===== src/rtl/cc_serial_if.sv =====
// Serial front end for the combinational CC core: collects six 4-bit operand beats,
// drives a stable bundle to CC, waits CC_LAT cycles, captures cc_out_n and returns it.
module cc_serial_if #(
    parameter int unsigned CC_LAT = 2
) (
    input  logic       clk,
    input  logic       rst_n,
    input  logic       in_valid,
    output logic       in_ready,
    input  logic [3:0] in_data,
    input  logic [2:0] in_opt,
    input  logic       in_equ,
    output logic [3:0] cc_n0,
    output logic [3:0] cc_n1,
    output logic [3:0] cc_n2,
    output logic [3:0] cc_n3,
    output logic [3:0] cc_n4,
    output logic [3:0] cc_n5,
    output logic [2:0] cc_opt,
    output logic       cc_equ,
    input  logic [9:0] cc_out_n,
    output logic       out_valid,
    input  logic       out_ready,
    output logic [9:0] out_data,
    output logic       err_ovr
);

    localparam int unsigned DW     = 4;
    localparam int unsigned OPTW   = 3;
    localparam int unsigned RW     = 10;
    localparam int unsigned NBEATS = 6;
    localparam int unsigned BCW    = 3;
    localparam int unsigned LCW    = 4;

    typedef enum logic [1:0] {IDLE, LOAD, WAIT, OUT} state_t;

    state_t          state, state_d;
    logic [BCW-1:0]  beat_cnt, beat_cnt_d;
    logic [LCW-1:0]  lat_cnt, lat_cnt_d;
    logic [DW-1:0]   n_q [NBEATS];
    logic [DW-1:0]   n_d [NBEATS];
    logic [OPTW-1:0] opt_d;
    logic            equ_d;
    logic            in_ready_d;
    logic            out_valid_d;
    logic [RW-1:0]   out_data_d;
    logic            err_d;
    logic            accept;
    logic            last_beat;
    logic            settled;

    assign accept    = in_valid && in_ready;
    assign last_beat = (beat_cnt == BCW'(NBEATS - 1));
    assign settled   = (lat_cnt == LCW'(CC_LAT - 1));

    assign cc_n0 = n_q[0];
    assign cc_n1 = n_q[1];
    assign cc_n2 = n_q[2];
    assign cc_n3 = n_q[3];
    assign cc_n4 = n_q[4];
    assign cc_n5 = n_q[5];

    // State register
    always_ff @(posedge clk or negedge rst_n) begin
        if (!rst_n) begin
            state <= IDLE;
        end else begin
            state <= state_d;
        end
    end

    // Next-state logic
    always_comb begin
        state_d = state;
        case (state)
            IDLE: if (accept) state_d = LOAD;
            LOAD: if (accept && last_beat) state_d = WAIT;
            WAIT: if (settled) state_d = OUT;
            OUT:  if (out_valid && out_ready) state_d = IDLE;
            default: state_d = IDLE;
        endcase
    end

    // Next values for counters, bundle and registered outputs
    always_comb begin
        beat_cnt_d  = beat_cnt;
        lat_cnt_d   = lat_cnt;
        for (int k = 0; k < NBEATS; k++) n_d[k] = n_q[k];
        opt_d       = cc_opt;
        equ_d       = cc_equ;
        out_valid_d = out_valid;
        out_data_d  = out_data;
        in_ready_d  = (state_d == IDLE) || (state_d == LOAD);
        err_d       = in_valid && !in_ready;
        case (state)
            IDLE: begin
                if (accept) begin
                    n_d[0]     = in_data;
                    opt_d      = in_opt;
                    equ_d      = in_equ;
                    beat_cnt_d = BCW'(1);
                end
            end
            LOAD: begin
                if (accept) begin
                    for (int k = 1; k < NBEATS; k++) begin
                        if (beat_cnt == BCW'(k)) n_d[k] = in_data;
                    end
                    if (last_beat) begin
                        beat_cnt_d = '0;
                        lat_cnt_d  = '0;
                    end else begin
                        beat_cnt_d = beat_cnt + BCW'(1);
                    end
                end
            end
            WAIT: begin
                lat_cnt_d = lat_cnt + LCW'(1);
                if (settled) begin
                    out_data_d  = cc_out_n;
                    out_valid_d = 1'b1;
                    lat_cnt_d   = '0;
                end
            end
            OUT: begin
                if (out_valid && out_ready) out_valid_d = 1'b0;
            end
            default: ;
        endcase
    end

    // Datapath and output registers
    always_ff @(posedge clk or negedge rst_n) begin
        if (!rst_n) begin
            beat_cnt  <= '0;
            lat_cnt   <= '0;
            for (int k = 0; k < NBEATS; k++) n_q[k] <= '0;
            cc_opt    <= '0;
            cc_equ    <= 1'b0;
            out_valid <= 1'b0;
            out_data  <= '0;
            in_ready  <= 1'b1;
            err_ovr   <= 1'b0;
        end else begin
            beat_cnt  <= beat_cnt_d;
            lat_cnt   <= lat_cnt_d;
            for (int k = 0; k < NBEATS; k++) n_q[k] <= n_d[k];
            cc_opt    <= opt_d;
            cc_equ    <= equ_d;
            out_valid <= out_valid_d;
            out_data  <= out_data_d;
            in_ready  <= in_ready_d;
            err_ovr   <= err_d;
        end
    end

endmodule


===== config.mk =====
export PLATFORM = sky130hd
export DESIGN_NAME = cc_serial_if
export DESIGN_NICKNAME = d
export VERILOG_FILES = /design/src/rtl/cc_serial_if.sv
export SDC_FILE = /design/constraint.sdc
export NUM_CORES = 1
export LEC_CHECK = 0
export BUFFER_PORTS_ARGS = -buffer_cell sky130_fd_sc_hd__buf_4
export CORE_MARGIN = 5
export CORE_UTILIZATION = 54
export DETAILED_ROUTE_END_ITERATION = 16
export PLACE_DENSITY = 0.83
export SLEW_MARGIN = 10
export SYNTH_ARGS = -nofsm -noshare
export SYNTH_HDL_FRONTEND = slang
export SYNTH_SLANG_ARGS = --single-unit

===== constraint.sdc =====
create_clock -name clk -period 3.4 [get_ports clk]
set_input_delay 0.34 -clock clk [delete_from_list [all_inputs] [get_ports clk]]
set_output_delay 0.34 -clock clk [all_outputs]
set_load 0.01 [all_outputs]

# Yosys cells after proc, flatten, opt, wreduce, memory -nomap -nowiden
# Cells that the tools add are included.
op_classes:
  add_sub_neg: 2
  reduce_logical: 21
  mux: 16
  eq_ne: 15
op_table:
  columns: ["cell", "n"]
  rows:
  - ["3-bit AND reduction", 8]
  - ["4-bit two-way mux", 3]
  - ["2-bit != test, second input constant", 5]
  - ["3-bit two-way mux", 3]
  - ["2-bit two-way mux", 4]
  - ["2-bit one-hot mux with 4 select lines", 1]
  - ["4-bit one-hot mux with 2 select lines", 1]
  - ["3-bit by 2-bit equality test with 1-bit output, second input constant", 2]
  - ["3-bit equality test, second input constant", 2]
  - ["3-bit one-hot mux with 2 select lines", 1]
  - ["2-bit nonzero test", 3]
  - ["4-bit by 1-bit adder with 4-bit output, second input constant", 1]
  - ["2-bit by 1-bit equality test with 1-bit output, second input constant", 2]
  - ["2-bit equality test, second input constant", 2]
  - ["4-bit by 1-bit equality test with 1-bit output, second input constant", 1]
  - ["1-bit logical AND", 4]
  - ["2-bit logical NOT", 2]
  - ["2-bit AND reduction", 2]
  - ["3-bit by 1-bit adder with 3-bit output, second input constant", 1]
  - ["3-bit by 1-bit equality test with 1-bit output, second input constant", 1]
  - ["1-bit two-way mux", 2]
  - ["1-bit one-hot mux with 2 select lines", 1]
  - ["1-bit logical NOT", 1]
  - ["1-bit logical OR", 1]
word_totals:
  reg_bits: 50
  inputBits: 22
  wordCells: 69
  out_inout_bits: 41

# Depth between registers and ports, before layout
depth:
  ltp_word: 6
  mapped_depth: 6
  ltp_nobuf: 5

# Worst setup path before layout
# Ideal clock, no wire load.
synth_timing:
  kind: "register to register"
  from: "reg lat_cnt[1]"
  to: "reg out_data[0]"
  setup_ps: 125
  arrival_time_ps: 1607
  period_less_slack_ps: 1732
  t_required_ps: 3275
  stages_incl_launch_ff: 7
  path_slack_ps: 1668
  path_buffers: 1
  path_cell_list: "dfrtp_1 inv_1 ha_1 or3b_1 or2_4 buf_6 mux2_4"
synth_between:
  elab_chain_cells: 2
synth_rtl:
  columns: ["item", "line_no", "source"]
  rows:
  - ["start: declaration", "39", "logic [LCW-1:0] lat_cnt, lat_cnt_d;"]
  - ["start signal: assignment", "146", "lat_cnt <= lat_cnt_d;"]
  - ["4-bit by 1-bit equality test with 1-bit output", "54", "assign settled = (lat_cnt == LCW'(CC_LAT - 1));"]
  - ["2-bit AND reduction (no source line)", null, null]
  - ["end signal: assignment", "151", "out_data <= out_data_d;"]
  - ["end: declaration", "24", "output logic [9:0] out_data,"]
# Every way passes these cells.
# A chain may end at the register's enable or synchronous reset.

# Worst setup path in the final report
layout_timing:
  from: "reg in_ready"
  to: "reg n_q, in the netlist cc_n5[2]"
layout_between:
  elab_chain_cells: 2
layout_rtl:
  columns: ["item", "line_no", "source"]
  rows:
  - ["start: declaration", "9", "output logic in_ready,"]
  - ["start signal: assignment", "152", "in_ready <= in_ready_d;"]
  - ["1-bit logical AND", "52", "assign accept = in_valid && in_ready;"]
  - ["3-bit AND reduction (no source line)", null, null]
  - ["end: declaration", "40", "logic [DW-1:0] n_q [NBEATS];"]
# Every way passes these cells.

==> reports/qor.csv <==
stage,metric,value,unit
synthesis,avgSynthCellArea,14.5,um2
die,rows,22,
timing,rsz0062_at_grt,false,
timing,finalCritPeriodShare,0.543,
global_route,gr-usage-met1,0.196,
synthesis,synth_fa_ha_area_frac,0.0179,
pwr,powerDensity,871,mW/mm2
timing,worst_slew_pin_slew,748,ps
synthesis,syn_nets,169,
clocking,cts_tree,built,
routing,drtIter0Drc,48,
global_route,grt_start_max_net_pins,51,
clocking,ctsLongestPathBuffers,2,
synthesis,ys_ff_latch,50,
clocking,worstSkewPairLatency,300,ps
clocking,post_cts_buffers,0,
synthesis,syn-instance-count,144,
global_route,grt_pass1_vias,1491,
clocking,ctsHoldBuffers,0,
global_route,grt_usage,0.173,
pwr,finalPower,2350,uW
routing,wire_per_inst,16.9,um
global_route,grt_first_pass_wirelength,7.04,mm
placement,routabilityCongestion,0.832,
min_path,hold_path.class,in -> async,
timing,hold_viol,0,
layout,diodes,0,
pwr,power_leakage,0.00132,uW
synthesis,synth_cell_types,31,
global_route,grt_util_met3,0.0374,
timing,period_minus_slack,1850,ps
timing,maxSlewHeadroom,0.499,
synthesis,synth_area_leaders,"dfrtp_1 59%, mux2_2 14%, mux2_4 8.6%",
layout,finalNetCount,234,
synthesis,synth.largest_area_cell,dfrtp_1,
timing,setup_viol,0,
synthesis,netlist.area_leader.share,0.585,
synthesis,synth_edf_count,0,
placement,io_buffers,62,
die,start_util,0.564,
routing,wl,4.37,mm
global_route,antenna_found_initial,0,
clocking,root_buffer,clkbuf_8,
layout,syn_to_final_growth,28.9,%
die,die_area,0.00522,mm2
clocking,clk_pin_slew_worst_paths,90,ps
setup_path,critical_path.max_fanout,11,
pwr,ir_drop,0.483,mV
die,die_w,72.3,um
clocking,cts_buffers,5,
global_route,grt_overflow,0,
die,die_height,72.3,um
setup_path,critPathLaunchType,flip-flop,
synthesis,synthMuxAreaShare,0.226,
setup_path,cp.arrival,2020,ps
synthesis,syn_area,0.00209,mm2
die,pin_count,63,
synthesis,synth-compound-area-share,0.0335,
placement,place_hpwl,3.27,mm
routing,firstDrtPassIters,4,
routing,vias,1384,
synthesis,ys_seq_area_frac,0.598,
timing,final_max_slew_viol_count,0,
die,core,0.00372,mm2
layout,drive_above_1_share,0.533,
setup_path,critical_path_required,3570,ps
synthesis,synth_top_family_by_area,multiplexers,
synthesis,yosys.area_share.simple,0.108,
global_route,busiest_layer,met2,
clocking,cts_resized,0,
setup_path,criticalPathCategory,reg -> reg,
clocking,htree_levels,2,
synthesis,ys_async_sr_fraction,1.00,
status,status,finished clean,
routing,viasPerCell,5.36,
job,cap_violations,0,
setup_path,crit_path_end_kind,flip-flop,
global_route,grt_use_met2,0.310,
routing,final_antenna_net_count,0,
timing,fin_setup_tns,0,ps
synthesis,yosys_warnings,0,
timing,skew,11.2,ps
clocking,cts_sinks,50,
synthesis,synth-xor-area-share,0,
routing,drc,0,
timing,fmax,541,MHz
synthesis,ys.flop_type,dfrtp_1,
==> critical path, stage by stage, from the launching register on <==
cell and delay, ps:
dfstp_2 600, nand4b_4 120, nor2_1 590, mux2_2 420
==> state kept, by name (all words and copies together), names as in the netlist, 2 cells and up <==
name	flops
out_data	10
cc_n0	4
cc_n1	4
cc_n2	4
cc_n3	4
cc_n4	4
cc_n5	4
lat_cnt	4
beat_cnt	3
cc_opt	3
state	2
==> cell usage after synthesis (2+ instances only) <==
cell type and number:
mux2_4 12, nand2_1 10, dfrtp_1 49, nand3_1 6, o21ai_0 4, mux2_2 26
o211ai_1 2, inv_1 2, nand3b_1 4, buf_2 2, ha_1 3, nor2_1 2
nor2b_1 3, nand4b_1 2
==> per-stage QoR <==
stage / hold slack (ps) / cells / utilization / area [um2] / setup slack, ps
after floorplan: 44.4 / 144 / - / 2090 / 1670
after global placement: 375 / 250 / 0.697 / 2590 / 1670
after detailed placement: 389 / 250 / 0.697 / 2590 / 1600
after CTS: 67.2 / 258 / 0.727 / 2700 / 1540
after global routing: 88.8 / 258 / 0.727 / 2700 / 1450
final: 45.6 / 258 / 0.727 / 2700 / 1550
==> layout make-up <==
class,instances,area [um2]
flip-flops and latches,50,1250
fillers,261,1020
multi-input cells,88,806
repair buffers,62,465
clock buffers,5,68.8
well taps,48,60.1
clock inverters,3,40.0
inverters,2,7.51
==> where the power goes <==
part | internal, uW | switching (uW)
Clock | 217 | 184
Combinational | 538 | 369
Sequential | 848 | 198
Total | 1600 | 750
==> path summary, 6_finish.rpt <==
path                                      endpoint  slack (ps)                  from  cells after the start
setup reg to reg              cc_n5[2]$_DFFE_PN0P_        1550    in_ready$_DFF_PN1_                      3
max in group asynchronous     cc_n5[1]$_DFFE_PN0P_        2940                 rst_n                      1
hold reg to reg               cc_n0[3]$_DFFE_PN0P_         510  cc_n0[3]$_DFFE_PN0P_                      1
setup / recovery              cc_n5[2]$_DFFE_PN0P_        1550    in_ready$_DFF_PN1_                      3
hold / removal                   err_ovr$_DFF_PN0_          50                 rst_n                      1
min in group clk           out_data[3]$_DFFE_PN0P_         280           cc_out_n[3]                      2
==> cell families after synthesis <==
family | count (synthesis)
buffers and inverters | 6
flip-flops | 50
AND/OR/NAND/NOR | 36
adder cells (fa/ha/maj) | 3
multiplexers | 38
AO/OA/AOI/OAI | 11
==> layer usage <==
layer	up-vias	wire (um)
li1	637	-
met1	703	1690
met2	37	2380
met3	7	228
met4	0	78
met5	-	0
==> layout by cell type, fill, tap and decap left out, drive strengths merged <==
cell type and count:
o22ai 1, o32ai 1, nand4b 3, and4b 1, a21o 1, mux2 38, clkbuf 5, inv 2
dfstp 1, buf 62, nor2 3, nor2b 3, or3b 1, ha 3, or2 1, nand2 10
a21boi 1, nand3 6, and2 1, bufinv 1, dfrtp 49, nand2b 1, o211ai 2, nand3b 4
o21ai 4, clkinv 2, or4 1, or3 1, a21oi 1
Note: power is estimated with default switching activity, not from simulation.
